[config.mk]
export PLATFORM = sky130hd
export DESIGN_NAME = public_key_gen_seq_flat
export DESIGN_NICKNAME = d
export VERILOG_FILES = /design/src/rtl/public_key_gen_seq_if.sv /design/src/rtl/public_key_gen_seq.sv /design/src/flat_wrapper.sv
export SDC_FILE = /design/constraint.sdc
export NUM_CORES = 1
export LEC_CHECK = 0
export ABC_AREA = 1
export CAP_MARGIN = 15
export CORE_ASPECT_RATIO = 1.4
export CORE_MARGIN = 10
export CORE_UTILIZATION = 43
export DETAILED_ROUTE_END_ITERATION = 16
export PLACE_DENSITY = 0.72
export SLEW_MARGIN = 0
export SYNTH_ARGS = -nofsm -noshare
export SYNTH_HDL_FRONTEND = slang
export SYNTH_SLANG_ARGS = --single-unit
[constraint.sdc]
create_clock -name clk -period 1.5 [get_ports clk]
set_input_delay 0.225 -clock clk [delete_from_list [all_inputs] [get_ports clk]]
set_output_delay 0.225 -clock clk [all_outputs]
set_load 0.02 [all_outputs]
[src/rtl/public_key_gen_seq_if.sv]
`default_nettype none
// ============================================================================
// Module   : public_key_gen_seq_if
// Purpose  : Request/response bundle for the sequential public-key generator.
//            Request side : in_valid, in_ready, mode, secret_key
//            Response side: out_valid, out_ready, public_key, out_err
//            master = requester/consumer, slave = generator.
// Revision : 1.0 - initial release
// ============================================================================
interface public_key_gen_seq_if #(
  parameter int W = 8
) ();
  logic         in_valid;
  logic         in_ready;
  logic [1:0]   mode;
  logic [W-1:0] secret_key;
  logic         out_valid;
  logic         out_ready;
  logic [W-1:0] public_key;
  logic [1:0]   out_err;

  modport master (
    output in_valid, mode, secret_key, out_ready,
    input  in_ready, out_valid, public_key, out_err
  );

  modport slave (
    input  in_valid, mode, secret_key, out_ready,
    output in_ready, out_valid, public_key, out_err
  );
endinterface
`default_nettype wire

[src/rtl/public_key_gen_seq.sv]
`default_nettype none
// ============================================================================
// Module   : public_key_gen_seq
// Purpose  : Sequential public-key generator, Pk = (Sk + Q) mod P, reduced by
//            one conditional subtraction of P per cycle. One request in
//            flight; errors are returned as responses with public_key = 0.
// Ports    : clk        - clock, rising edge
//            rst_n      - asynchronous active-low reset
//            bus        - public_key_gen_seq_if.slave (request/response)
//            busy       - high while in REDUCE or DONE
//            err_count  - saturating count of rejected requests
// Options  : PK_ERR_CNT_EN - when defined, builds the 8-bit error counter;
//            otherwise err_count is tied to zero.
// Revision : 1.0 - initial release
// ============================================================================
module public_key_gen_seq #(
  parameter int          W        = 8,
  parameter int unsigned P        = 227,
  parameter int unsigned Q        = 225,
  parameter logic [1:0]  MODE_GEN = 2'b01
) (
  input  wire                       clk,
  input  wire                       rst_n,
  public_key_gen_seq_if.slave       bus,
  output logic                      busy,
  output logic [7:0]                err_count
);

  // Constants widened to W+1 bits so Sk + Q never overflows.
  localparam logic [W:0] c_p = (W+1)'(P);
  localparam logic [W:0] c_q = (W+1)'(Q);

  typedef enum logic [1:0] {
    S_IDLE   = 2'd0,
    S_REDUCE = 2'd1,
    S_DONE   = 2'd2
  } state_t;

  state_t       r_state;
  logic [W:0]   r_acc;
  logic         r_out_valid;
  logic [W-1:0] r_public_key;
  logic [1:0]   r_out_err;

  logic         w_accept;
  logic         w_mode_bad;
  logic         w_key_bad;
  logic [W:0]   w_sum;

  assign w_accept   = (r_state == S_IDLE) && bus.in_valid;
  assign w_mode_bad = (bus.mode != MODE_GEN);
  assign w_key_bad  = (bus.secret_key == '0) || ({1'b0, bus.secret_key} >= c_p);
  assign w_sum      = {1'b0, bus.secret_key} + c_q;

  always_ff @(posedge clk or negedge rst_n) begin
    if (!rst_n) begin
      r_state      <= S_IDLE;
      r_acc        <= '0;
      r_out_valid  <= 1'b0;
      r_public_key <= '0;
      r_out_err    <= 2'b00;
    end else begin
      case (r_state)
        S_IDLE: begin
          if (bus.in_valid) begin
            if (w_mode_bad) begin
              // Mode error wins over key error.
              r_out_err    <= 2'b10;
              r_public_key <= '0;
              r_out_valid  <= 1'b1;
              r_state      <= S_DONE;
            end else if (w_key_bad) begin
              r_out_err    <= 2'b01;
              r_public_key <= '0;
              r_out_valid  <= 1'b1;
              r_state      <= S_DONE;
            end else begin
              r_acc   <= w_sum;
              r_state <= S_REDUCE;
            end
          end
        end
        S_REDUCE: begin
          // acc >= P subtracts, so a sum equal to P reduces to 0.
          if (r_acc >= c_p) begin
            r_acc <= r_acc - c_p;
          end else begin
            r_public_key <= r_acc[W-1:0];
            r_out_err    <= 2'b00;
            r_out_valid  <= 1'b1;
            r_state      <= S_DONE;
          end
        end
        S_DONE: begin
          if (bus.out_ready) begin
            r_out_valid  <= 1'b0;
            r_public_key <= '0;
            r_out_err    <= 2'b00;
            r_state      <= S_IDLE;
          end
        end
        default: begin
          r_state <= S_IDLE;
        end
      endcase
    end
  end

  assign bus.in_ready   = (r_state == S_IDLE);
  assign bus.out_valid  = r_out_valid;
  assign bus.public_key = r_public_key;
  assign bus.out_err    = r_out_err;
  assign busy           = (r_state != S_IDLE);

`ifdef PK_ERR_CNT_EN
  logic [7:0] r_err_count;

  always_ff @(posedge clk or negedge rst_n) begin
    if (!rst_n) begin
      r_err_count <= 8'h00;
    end else if (w_accept && (w_mode_bad || w_key_bad) && (r_err_count != 8'hFF)) begin
      r_err_count <= r_err_count + 8'd1;
    end
  end

  assign err_count = r_err_count;
`else
  logic w_unused_accept;
  assign w_unused_accept = w_accept;
  assign err_count       = 8'h00;
`endif

endmodule
`default_nettype wire
[src/flat_wrapper.sv]
// flat-port wrapper written by rule: the top's interface ports become plain ports
module public_key_gen_seq_flat 
#(
  parameter int          W        = 8,
  parameter int unsigned P        = 227,
  parameter int unsigned Q        = 225,
  parameter logic [1:0]  MODE_GEN = 2'b01
)
  (clk, rst_n, busy, err_count, bus_in_valid, bus_mode, bus_secret_key, bus_out_ready, bus_in_ready, bus_out_valid, bus_public_key, bus_out_err);
  public_key_gen_seq_if #(.W(W)) bus_i ();
  input  wire clk;
  input  wire rst_n;
  output logic busy;
  output logic [7:0] err_count;
  input wire logic [$bits(bus_i.in_valid)-1:0] bus_in_valid;
  input wire logic [$bits(bus_i.mode)-1:0] bus_mode;
  input wire logic [$bits(bus_i.secret_key)-1:0] bus_secret_key;
  input wire logic [$bits(bus_i.out_ready)-1:0] bus_out_ready;
  output wire logic [$bits(bus_i.in_ready)-1:0] bus_in_ready;
  output wire logic [$bits(bus_i.out_valid)-1:0] bus_out_valid;
  output wire logic [$bits(bus_i.public_key)-1:0] bus_public_key;
  output wire logic [$bits(bus_i.out_err)-1:0] bus_out_err;
  assign bus_i.in_valid = bus_in_valid;
  assign bus_i.mode = bus_mode;
  assign bus_i.secret_key = bus_secret_key;
  assign bus_i.out_ready = bus_out_ready;
  assign bus_in_ready = bus_i.in_ready;
  assign bus_out_valid = bus_i.out_valid;
  assign bus_public_key = bus_i.public_key;
  assign bus_out_err = bus_i.out_err;
  public_key_gen_seq #(.W(W), .P(P), .Q(Q), .MODE_GEN(MODE_GEN)) u_core (.clk(clk), .rst_n(rst_n), .bus(bus_i), .busy(busy), .err_count(err_count));
endmodule
# After elaboration in Yosys (flattened, before gate mapping)
# Cells that the tools add are included.
# W data, S select, Z words.
word_totals:
  reg_bits: 22
  input_bits: 14
  output_inout_bits: 21
  wordCells: 56
op_classes:
  n_addsub: 2
  n_lt_le_gt_ge: 2
  n_eq_ne: 10
  mux: 28
  reduce_logical: 9
ops:
  columns: ["op", "count"]
  rows:
  - ["$mux W8", 5]
  - ["$mux W9", 4]
  - ["$pmux W8 S3", 1]
  - ["$mux W2", 9]
  - ["$pmux W9 S2", 1]
  - ["$pmux W2 S3", 2]
  - ["$ne A2 B2 Y1 const B", 5]
  - ["$reduce_and A5 Y1", 2]
  - ["$add A8 B8 Y9 const B", 1]
  - ["$ge A9 B8 Y1 const B", 1]
  - ["$sub A9 B8 Y9 const B", 1]
  - ["$ge A8 B8 Y1 const B", 1]
  - ["$logic_not A8 Y1", 1]
  - ["$mux W1", 5]
  - ["$ne A2 B1 Y1 const B", 2]
  - ["$reduce_bool A2 Y1", 2]
  - ["$ne A3 B1 Y1 const B", 1]
  - ["$pmux W1 S3", 1]
  - ["$reduce_and A3 Y1", 1]
  - ["$reduce_bool A3 Y1", 1]
  - ["$eq A2 B1 Y1 const B", 1]
  - ["$eq A2 B2 Y1 const B", 1]
  - ["$logic_not A2 Y1", 1]
  - ["$logic_or A1 B1 Y1", 1]

# Longest topological paths before layout
# Gate-level depths: netlist of the first run.
logic_depth:
  word_depth: 6
  depth_mapped: 10

# Worst setup path after synthesis of the first run
# OpenSTA, ideal clock, no wires.
synth_path:
  path_type: "reg2reg"
  from: "register u_core.r_state[0]"
  to: "register u_core.r_acc[7]"
  arrival_ns: 1.607
  setup_slack_ns: -0.225
  path_stages_with_launch: 8
  n_path_buf: 0
  synth_period_minus_slack_ns: 1.725
  path_cell_list: "dfrtp_1 inv_1 ha_1 inv_1 o21ai_4 nand2_4 nand2_1 nand2_1"
synth_between:
  elab_chain_cells: 3
  elab_cells_between_ends: 9
synth_rtl:
  columns: ["item", "line_no", "source"]
  rows:
  - ["from (decl)", "public_key_gen_seq.sv:39", "state_t r_state;"]
  - ["from (signal assigned)", "public_key_gen_seq.sv:57", "r_state <= S_IDLE;"]
  - ["from (signal assigned)", "public_key_gen_seq.sv:71", "r_state <= S_DONE;"]
  - ["from (signal assigned)", "public_key_gen_seq.sv:76", "r_state <= S_DONE;"]
  - ["$logic_not A2 Y1 (*)", null, null]
  - ["net bus_in_ready", "flat_wrapper.sv:19", "output wire logic [$bits(bus_i.in_ready)-1:0] bus_in_ready;"]
  - ["$ne A2 B2 Y1 (no line) / $reduce_bool A2 Y1 (equally long branches)", null, null]
  - ["$reduce_and A5 Y1 (no line)", null, null]
  - ["to (signal assigned)", "public_key_gen_seq.sv:78", "r_acc <= w_sum;"]
  - ["to (signal assigned)", "public_key_gen_seq.sv:86", "r_acc <= r_acc - c_p;"]
  - ["to (decl)", "public_key_gen_seq.sv:40", "logic [W:0] r_acc;"]
# Mark *: on every way through the listed nets, which the timed path passes. The rest lies on a longest branch.
# A chain may end at the register's enable or synchronous reset.

# Worst setup path in the final report of the first run
layout_path:
  from: "register u_core.r_acc[1]"
  to: "register u_core.r_acc[4]"
layout_between:
  elab_chain_cells: 3
  elab_cells_between_ends: 6
layout_rtl:
  columns: ["item", "line_no"]
  rows:
  - ["$sub A9 B8 Y9 / $ge A9 B8 Y1 (equally long branches)", "public_key_gen_seq.sv:86, public_key_gen_seq.sv:85"]
  - ["$mux W9 / $ne A2 B1 Y1 (equally long branches)", null]
  - ["$pmux W9 S2 / $reduce_and A5 Y1 (equally long branches)", null]
# Parallel ways exist; a longest one is shown, timed or not. The select of a mux whose other input is x is not followed.

==> key figures, run 1 <==
GRT
  • GR Util All Layers: 0.120
  • Initial antenna violation count: 0
  • First-pass GRT wire length: 7.03 mm
  • Largest net degree at the start of global routing: 23
  • Grt total ovfl: 0
  • Vias in the first global route: 1718

Layout
  • # nets final: between 300 and 400
  • Final Util: 0.672
  • Finished Cell Area: 2510 sq um
  • Fill count: 315
  • P&R area growth vs syn: 48.3%
  • Layout cells sized above 1: 0.305
  • Antenna Cells: 0

Power
  • Peak supply drop: about 1.6 mV
  • Power, Total: 0.00473 W
  • Switching pwr: 0.00215 W
  • Cell area power density: 1880 nW/um^2
  • Sw Ratio: 0.455
  • Static Leakage: 1.35 nW
  • Int Power: 0.00258 W
  • Reg power frac: 0.217
  • Logic pwr share: 0.692
  • Clk network pwr share: 0.092

Clock network
  • Clock Root Buffer: clkbuf_8
  • H-tree levels: 1
  • Clock buffer count from CTS: 3
  • Cts hold-fix bufs: 0
  • TritonCTS clock tree: yes
  • Reg clk slew, reported paths: 0.08 ns
  • Sink Count: 22
  • Clock tree buffer depth: 2
  • Clock latency on the worst-skew pair: 0.26 ns

Floorplan
  • Die X-Extent: 73.1 microns
  • Initial Utilization: 0.453
  • Area of the core: roughly 3700 sq um
  • Die height: 94.3 microns
  • Ports: 35
  • # rows: 26
  • DIE AREA: 6890 sq um

Detailed routing
  • M1 wire length: approximately 1.9 mm
  • Top layer used by detailed routing: met4
  • DR vias: 1810
  • Number of remaining DRC errors: 0
  • Met2 routed WL: roughly 2.5 mm
  • Final ANT Viol Nets: 0
  • Overall routed net length: ~4.8 mm
  • Met3 WL: just over 200 microns
  • DRT iter0 DRCs: 92
  • DRT Pass-1 Iters: 4
  • Drt via density: 5.13
  • Wire per inst: 13.5 microns

STA
  • Clock period minus worst slack: between 1.5 and 2 ns
  • # setup viols final: 9
  • RSZ-0062 raised after global routing: true
  • Final hold vios: 0
  • Slew Viols, Final: 0
  • Fin crit share: 1.04
  • Peak Freq: between 0.6 and 0.7 GHz
  • Fin worst setup slack: -0.0642 ns
  • Skew final: ~0.0026 ns

Synthesis
  • Mean Syn Cell Area: around 7.0 sq um
  • Most frequent cell after synthesis: nand2_1
  • #FFs+latches synth: 22
  • Commonest cells in the netlist: nand2_1 (84), inv_1 (30), dfrtp_1 (22)
  • Synth area leader: dfrtp_1
  • Post-Syn Area: approximately 1700 sq um
  • Area share of the largest cell type after synthesis: 0.325
  • Post-synthesis sequential area ratio: 0.325
  • Fraction of registers with async set/reset: 1.00
  • Distinct cells, synth: 29
  • Synthesis Warnings: 0
  • Dominant synthesized flop cell: dfrtp_1
  • Ranking of synthesized cells by area: dfrtp_1 (32%), nand2_1 (19%), inv_1 (6.6%)
  • Post-synthesis cell count: 241
  • Number of synthesized flops with an enable pin: 0

Setup path
  • Worst path cell trace: ha_2, inv_2, nor2_4, nand2_2, nand3_4, nand2_8, o21ai_4, nand2_2, nand2_1, nand2_1
  • CP Capture Type: register
  • Crit-path max cell delay: 0.41 ns
  • Critical path's slowest cell: dfrtp_1
  • Worst R2R End: u_core.r_acc[4]
  • Reg-to-reg startpoint: u_core.r_acc[1]
  • R2R cell count: 10
  • Setup CP Type: reg2reg
  • Critical path arrival: 1.73 ns
  • Critical path required time: 1.66 ns
  • Crit-path max FO: 4
  • CP startpoint kind: register
  • Internal reg-to-reg setup slack: -0.06 ns

Placed design
  • DP Area: around 2200 sq um
  • GP Congestion: 0.861
  • Buffers on Ports: 26
  • Dpl hpwl: between 3 and 4 mm

Min path
  • Worst hold path class: in2async

Run status
  • Status: finished, violations left
  • Failing checks: negative setup slack

Flow run
  • Max-cap violation count: 0
-- area by class of cell --
| class | count | area, sq um | share of cell area |
|---|---|---|---|
| multi-input combinational | 182 | 1070 | 0.425 |
| timing repair buffer | 71 | 663 | 0.264 |
| tap | 42 | 52.6 | 0.0209 |
| sequential | 22 | 553 | 0.220 |
| clock buffer | 4 | 55.1 | 0.0219 |
| inverter | 32 | 120 | 0.0478 |
-- state kept, by name, indices dropped and copies added (netlist names) --
signal,count
u_core.r_acc,9
u_core.bus.out_valid,1
u_core.bus.public_key,8
u_core.bus.out_err,2
u_core.r_state,2
-- power by group through the flow --
stage | clock [W] | sequential [W] | combinational (W)
after floorplan | 0 | 0.00110 | 0.00155
after global placement | 0 | 0.00100 | 0.00262
after detailed placement | 0 | 0.00101 | 0.00267
after CTS | 0.000426 | 0.000997 | 0.00276
after global routing | 0.000450 | 0.00105 | 0.00356
final | 0.000434 | 0.00103 | 0.00327
-- critical path: cells and delay by family, from the launching register on --
family,cells,cell delay [ns]
fa+ha+maj,1,0.22
buf+inv,1,0.05
compound gates,1,0.14
flops,1,0.41
simple gates,7,0.63
-- how the worst max path moves through the flow --
stage	startpoint	to	slack (ns)	depth (start not counted)
final	u_core.r_acc[1]	u_core.r_acc[4]	-0.06	10
after global routing	u_core.r_acc[1]	u_core.r_acc[4]	-0.13	10
after CTS	u_core.r_state[1]	u_core.r_acc[6]	-0.02	11
after detailed placement	bus_secret_key[0]	u_core.r_acc[5]	-0.43	10
after global placement	bus_secret_key[0]	u_core.r_acc[5]	-0.37	10
after floorplan	u_core.r_state[0]	u_core.bus.out_err[0]	0.03	10
-- placed cells by master (no fill, tap or decap), types with 3 or more instances in the layout --
master | netlist | final
clkdlybuf4s50_1 | 0 | 19
nand3_1 | 16 | 10
a21oi_1 | 5 | 5
inv_1 | 30 | 22
dfrtp_1 | 22 | 20
buf_6 | 3 | 4
ha_1 | 7 | 3
inv_2 | 2 | 10
conb_1 | 1 | 8
nor3_1 | 3 | 3
nand2_1 | 84 | 81
nand2_2 | 3 | 6
buf_4 | 8 | 37
nor2_1 | 11 | 10
nand4_1 | 13 | 13
dlymetal6s2s_1 | 0 | 3
clkbuf_8 | 0 | 4
nand3_2 | 2 | 8
nor2_2 | 3 | 3
o21ai_0 | 10 | 10
buf_12 | 0 | 3
-- layer usage --
metal  GRT usage  vias up
met1       0.127      834
met3      0.0180       21
met5           0        -
met4      0.0492        0
li1            -      894
met2       0.225       61
-- metrics by stage --
step	setup TNS (ns)	cells	setup slack, ns	hold WS, ns
6_report	-0.388	353	-0.0642	0.301
5_1_grt	-1.78	353	-0.133	0.325
4_1_cts	-0.0520	344	-0.0233	0.316
3_5_place_dp	-7.99	337	-0.429	0.465
3_3_place_gp	-7.17	337	-0.370	0.462
2_1_floorplan	0	248	0.0343	-0.0706
-- what timing repair did --
item | 4_1_cts | 5_1_grt
setup endpoints to repair | 22 | 25
pin swaps | 3 | 24
cloned | 0 | 3
resized for setup | 12 | 32
setup buffers | 3 | 6
-- cells by family (layout without fill, tap and decap cells) --
kind of cell / after synthesis / count (layout) / share of synthesized area
AND/OR/NAND/NOR: 140 / 142 / 0.383
buffers and inverters: 46 / 107 / 0.135
AO/OA/AOI/OAI: 22 / 22 / 0.0872
flip-flops: 22 / 22 / 0.325
adder cells (fa/ha/maj): 7 / 7 / 0.0517
XOR/XNOR: 3 / 3 / 0.0155
other: 1 / 8 / 0.00221
(Power assumes the default switching activity.)
==> run 2: changes to the inputs <==
Settings changed: ABC_CLOCK_PERIOD_IN_PS set to 1950, PLACE_DENSITY 0.72 to 0.69.
Clock period 1.5 ns to 1.95 ns, I/O delays scaled along.
==> key figures, run 2 (same netlist as run 1, synthesis figures left out) <==
Clock network
  • Clock latency on the worst-skew pair: 0.26 ns (about the same)
  • H-tree levels: 1 (unchanged)
  • Cts hold-fix bufs: 0 (unchanged)
  • TritonCTS clock tree: yes (unchanged)
  • Clock tree buffer depth: 2 (unchanged)
  • Post-CTS setup buffer count: 0 (was 3)
  • Reg clk slew, reported paths: 0.08 ns (about the same)
  • Clock buffer count from CTS: 3 (unchanged)
  • Sink Count: 22 (unchanged)
  • Clock Root Buffer: clkbuf_8 (unchanged)

Floorplan
  • # rows: 26 (unchanged)
  • Die height: 94.3 microns (unchanged)
  • Ports: 35 (unchanged)
  • Initial Utilization: 0.453 (unchanged)
  • Die X-Extent: 73.1 microns (unchanged)
  • DIE AREA: 6890 sq um (unchanged)
  • Area of the core: 3740 sq um (unchanged)

Placed design
  • Buffers on Ports: 26 (unchanged)
  • GP Congestion: 0.824 (was 0.861)
  • Dpl hpwl: 3.07 mm (was 3.34 mm)
  • Worst setup slack after placement: -0.0773 ns (was -0.429 ns)

Layout
  • Antenna Cells: 0 (unchanged)
  • # nets final: 295 (was 333)
  • P&R area growth vs syn: 20.9% (was 48.3%)
  • Reg with most FFs: u_core.r_acc (unchanged)
  • Layout cells sized above 1: 0.114 (was 0.305)
  • Most frequent cells in the layout: nand2_1 (84), inv_1 (30), clkdlybuf4s50_1 (24) (was nand2_1 (81), buf_4 (37), inv_1 (22))
  • Most common cell after layout, fill and taps aside: nand2_1 (unchanged)
  • Max FFs per register: 9 (unchanged)
  • Fill count: 377 (was 315)

STA
  • Fin worst setup slack: 0.184 ns (was -0.0642 ns)
  • Skew final: 0.00179 ns (was 0.00262 ns)
  • RSZ-0062 raised after global routing: false (was true)
  • Slew Viols, Final: 0 (unchanged)
  • # setup viols final: 0 (was 9)
  • Final setup TNS: 0 ns (was -0.388 ns)
  • Fin crit share: 0.905
  • WHS: 0.375 ns (was 0.301 ns)
  • Final hold vios: 0 (unchanged)
  • Clock period minus worst slack: 1.77 ns
  • Peak Freq: 0.566 GHz

Run status
  • Status: complete, no violations (was finished, violations left)

GRT
  • Grt total ovfl: 0 (unchanged)
  • Vias in the first global route: 1526 (was 1718)
  • First-pass GRT wire length: 6.60 mm (was 7.03 mm)
  • Largest net degree at the start of global routing: 23 (unchanged)
  • GR Util All Layers: 0.115 (was 0.120)
  • Initial antenna violation count: 0 (unchanged)

Power
  • Static Leakage: 1.11 nW (was 1.35 nW)
  • Int Power: 0.00146 W (was 0.00258 W)
  • Logic pwr share: 0.593 (was 0.692)
  • Reg power frac: 0.288 (was 0.217)
  • Peak supply drop: 0.748 mV (was 1.62 mV)
  • Cell area power density: 1350 nW/um^2 (was 1880 nW/um^2)
  • Sw Ratio: 0.473 (was 0.455)
  • Switching pwr: 0.00131 W (was 0.00215 W)
  • Clk network pwr share: 0.119 (was 0.092)

Setup path
  • CP startpoint kind: register (unchanged)
  • Critical path endpoint: busy (was u_core.r_acc[4])
  • Critical path arrival: 1.47 ns (was 1.73 ns)
  • Reg-to-reg startpoint: u_core.r_state[0] (was u_core.r_acc[1])
  • Setup CP Type: reg2out (was reg2reg)
  • Internal reg-to-reg setup slack: 0.22 ns (was -0.06 ns)
  • Worst R2R End: u_core.bus.public_key[1] (was u_core.r_acc[4])
  • R2R cell count: 9 (was 10)
  • Critical path required time: 1.66 ns (about the same)
  • Crit-path max FO: 4 (unchanged)
  • CP Capture Type: output pin (was register)
  • Setup crit start: u_core.r_state[0] (was u_core.r_acc[1])

Detailed routing
  • Overall routed net length: 3.82 mm (was 4.76 mm)
  • Number of remaining DRC errors: 0 (unchanged)
  • DRT iter0 DRCs: 67 (was 92)
  • Wire per inst: 12.1 microns (was 13.5 microns)
  • DRT Pass-1 Iters: 4 (unchanged)
  • Final ANT Viol Nets: 0 (unchanged)
  • Drt via density: 4.86 (was 5.13)
  • DR vias: 1532 (was 1810)

Min path
  • Worst hold path class: in2async (unchanged)

Flow run
  • Max-cap violation count: 0 (unchanged)
## run 2: through the flow
step | instance area (sq um) | std cells | utilization | total power (W)
6_report | 2050 | 315 | 0.547 | 0.00276
5_1_grt | 2050 | 315 | 0.547 | 0.00303
4_1_cts | 2050 | 315 | 0.547 | 0.00280
3_5_place_dp | 1990 | 311 | 0.532 | 0.00246
3_3_place_gp | 1990 | 311 | 0.532 | 0.00244
2_1_floorplan | 1720 | 248 | - | 0.00200
## run 2: worst max-delay path, stage by stage, from the launching register on
cell,delay (ns)
dfrtp_1,0.40
inv_1,0.09
ha_1,0.24
inv_1,0.13
dlygate4sd2_1,0.35
## run 2: worst min path at each step
stage | from | cells past startpoint | end
after global routing | rst_n | 2 | u_core.r_state[1]
after CTS | rst_n | 2 | u_core.r_state[1]
after detailed placement | u_core.r_acc[8] | 2 | u_core.r_acc[8]
after floorplan | rst_n | 0 | u_core.bus.out_err[0]
after global placement | u_core.r_acc[8] | 2 | u_core.r_acc[8]
final | rst_n | 2 | u_core.r_state[1]
## run 2: routing by layer
| metal | routed length (microns) | global-route usage | up-vias |
|---|---|---|---|
| met3 | 161 | 0.0180 | 4 |
| met5 | 0 | 0 | - |
| li1 | - | - | 814 |
| met1 | 1690 | 0.128 | 680 |
| met2 | 1900 | 0.204 | 34 |
| met4 | 62 | 0.0524 | 0 |
## run 2: area by class of cell
type,count,area (sq um),area share
clock buffers,4,55.1,0.0269
inverters,32,120,0.0586
repair buffers,35,329,0.161
multi-input cells,180,941,0.459
well taps,42,52.6,0.0257
flip-flops and latches,22,551,0.269
## run 2: what timing repair did
item                                   CTS  global route
resized for setup                        1             1
setup endpoints to repair                1             1
cloned                                   0             0
endpoints found under the hold margin    0             0
pin swaps                                0             0
## run 2: power groups by stage
stage	registers [W]	clock network [W]	logic, W
after floorplan	0.000844	0	0.00116
after global placement	0.000799	0	0.00164
after detailed placement	0.000801	0	0.00166
after CTS	0.000793	0.000337	0.00167
after global routing	0.000820	0.000353	0.00186
final	0.000794	0.000329	0.00164
==> run 3: changes to the inputs <==
Settings changed: CTS_BUF_LIST set to sky130_fd_sc_hd__clkbuf_8, PLACE_DENSITY 0.69 to unset, PLACE_DENSITY_LB_ADDON set to 0.05.
==> key figures, run 3 (same netlist as run 1, synthesis figures left out) <==
Clock network
  • Clock latency on the worst-skew pair: 0.26 ns (about the same)
  • Sink Count: 22 (unchanged)
  • Clock tree buffer depth: 2 (unchanged)
  • Reg clk slew, reported paths: 0.08 ns (about the same)
  • Cts hold-fix bufs: 0 (unchanged)
  • H-tree levels: 1 (unchanged)
  • TritonCTS clock tree: yes (unchanged)
  • Clock Root Buffer: clkbuf_8 (unchanged)
  • Clock buffer count from CTS: 3 (unchanged)

Setup path
  • Critical path arrival: 1.46 ns (was 1.47 ns)
  • CP Capture Type: output pin (unchanged)
  • CP most frequent cell: inv_1 (unchanged)
  • Setup CP Type: reg2out (unchanged)
  • Critical path endpoint: busy (unchanged)
  • Worst path cell trace: inv_1, ha_1, inv_1, dlygate4sd2_1 (unchanged)
  • Cell family with most CP delay: buffers and inverters (unchanged)
  • Crit-path max FO: 4 (unchanged)
  • Reg-to-reg startpoint: u_core.r_state[0] (unchanged)
  • Critical path required time: 1.66 ns (about the same)
  • CP startpoint kind: register (unchanged)
  • R2R cell count: 9 (unchanged)
  • Crit-path max cell delay: 0.41 ns (was 0.40 ns)
  • CP Depth: 4 (unchanged)
  • Critical path's slowest cell: dfrtp_1 (unchanged)
  • Internal reg-to-reg setup slack: 0.24 ns (was 0.22 ns)
  • CP bufs+invs: 3 (unchanged)
  • Worst R2R End: u_core.r_state[0] (was u_core.bus.public_key[1])
  • Setup crit start: u_core.r_state[0] (unchanged)

Layout
  • Antenna Cells: 0 (unchanged)
  • Reg with most FFs: u_core.r_acc (unchanged)
  • Finished Cell Area: 2080 sq um (was 2050 sq um)
  • P&R area growth vs syn: 22.5% (was 20.9%)
  • Layout cells sized above 1: 0.120 (was 0.114)
  • Max FFs per register: 9 (unchanged)
  • # nets final: 297 (was 295)
  • Most frequent cells in the layout: nand2_1 (84), inv_1 (30), clkdlybuf4s50_1 (24) (unchanged)
  • Most common cell after layout, fill and taps aside: nand2_1 (unchanged)

STA
  • # setup viols final: 0 (unchanged)
  • Clock period minus worst slack: 1.75 ns (was 1.77 ns)
  • Final hold vios: 0 (unchanged)
  • Slew Viols, Final: 0 (unchanged)
  • RSZ-0062 raised after global routing: false (unchanged)
  • Final setup TNS: 0 ns (unchanged)
  • Skew final: 0.00376 ns (was 0.00179 ns)
  • Peak Freq: 0.570 GHz (was 0.566 GHz)
  • Fin crit share: 0.899 (was 0.905)

Floorplan
  • Initial Utilization: 0.453 (unchanged)
  • Area of the core: 3740 sq um (unchanged)
  • Die X-Extent: 73.1 microns (unchanged)
  • # rows: 26 (unchanged)
  • Ports: 35 (unchanged)
  • DIE AREA: 6890 sq um (unchanged)
  • Die height: 94.3 microns (unchanged)

Run status
  • Status: complete, no violations (unchanged)

Power
  • Cell area power density: 1360 nW/um^2 (was 1350 nW/um^2)
  • Reg power frac: 0.282 (was 0.288)
  • Clk network pwr share: 0.117 (was 0.119)
  • Sw Ratio: 0.471 (was 0.473)
  • Logic pwr share: 0.601 (was 0.593)
  • Switching pwr: 0.00132 W (was 0.00131 W)
  • Int Power: 0.00149 W (was 0.00146 W)
  • Static Leakage: 1.12 nW (was 1.11 nW)
  • Peak supply drop: 0.655 mV (was 0.748 mV)

GRT
  • Initial antenna violation count: 0 (unchanged)
  • First-pass GRT wire length: 6.96 mm (was 6.60 mm)
  • Largest net degree at the start of global routing: 23 (unchanged)
  • Grt total ovfl: 0 (unchanged)
  • Vias in the first global route: 1576 (was 1526)
  • GR Util All Layers: 0.122 (was 0.115)

Detailed routing
  • Final ANT Viol Nets: 0 (unchanged)
  • DRT iter0 DRCs: 76 (was 67)
  • DR vias: 1544 (was 1532)
  • Drt via density: 4.87 (was 4.86)
  • Overall routed net length: 3.90 mm (was 3.82 mm)
  • Number of remaining DRC errors: 0 (unchanged)
  • DRT Pass-1 Iters: 4 (unchanged)
  • Wire per inst: 12.3 microns (was 12.1 microns)

Flow run
  • Max-cap violation count: 0 (unchanged)

Placed design
  • Buffers on Ports: 26 (unchanged)
  • DP Area: 2020 sq um (was 1990 sq um)
  • Dpl hpwl: 3.10 mm (was 3.07 mm)
  • GP Congestion: 0.824 (about the same)

Min path
  • Worst hold path class: in2async (unchanged)
[run 3: repair_timing]
action,CTS,global route
setup endpoints to repair,1,1
buffers inserted,0,0
resized for setup,1,1
[run 3: worst min path at each step]
stage                          from                  endpoint  slack [ns]  cells past startpoint
floorplan                     rst_n     u_core.bus.out_err[0]      -0.003                      0
global placement    u_core.r_acc[8]           u_core.r_acc[8]        0.46                      2
detailed placement  u_core.r_acc[8]           u_core.r_acc[8]        0.46                      2
CTS                           rst_n  u_core.bus.public_key[0]        0.39                      2
global route                  rst_n  u_core.bus.public_key[0]        0.41                      2
finish                        rst_n      u_core.bus.out_valid        0.39                      2
[run 3: stage by stage]
stage	util	hold WS, ns	setup slack, ns	std cells	total power, W
floorplan	-	-0.00309	0.225	248	0.00200
global placement	0.540	0.457	-0.0283	313	0.00251
detailed placement	0.540	0.460	-0.0313	313	0.00251
CTS	0.554	0.390	0.0344	317	0.00285
global route	0.555	0.411	0.0319	317	0.00310
finish	0.555	0.388	0.197	317	0.00282
[run 3: routing by layer]
layer / track usage / wire length [microns] / vias to the layer above
met5: 0 / 0 / -
met4: 0.0540 / 65 / 0
met3: 0.0190 / 170 / 5
met2: 0.214 / 1950 / 43
met1: 0.137 / 1710 / 677
li1: - / - / 819
[run 3: power groups by stage]
stage	clock, W	combinational (W)	sequential [W]
2_1_floorplan	0	0.00116	0.000844
3_3_place_gp	0	0.00171	0.000800
3_5_place_dp	0	0.00171	0.000800
4_1_cts	0.000345	0.00172	0.000792
5_1_grt	0.000354	0.00192	0.000818
6_report	0.000330	0.00169	0.000794
[run 3: area by class of cell]
type / count / area, sq um
clock buffer: 4 / 55.1
fill: 400 / 1670
inverter: 32 / 120
multi-input combinational: 180 / 941
sequential: 22 / 551
tap: 42 / 52.6
timing repair buffer: 37 / 357
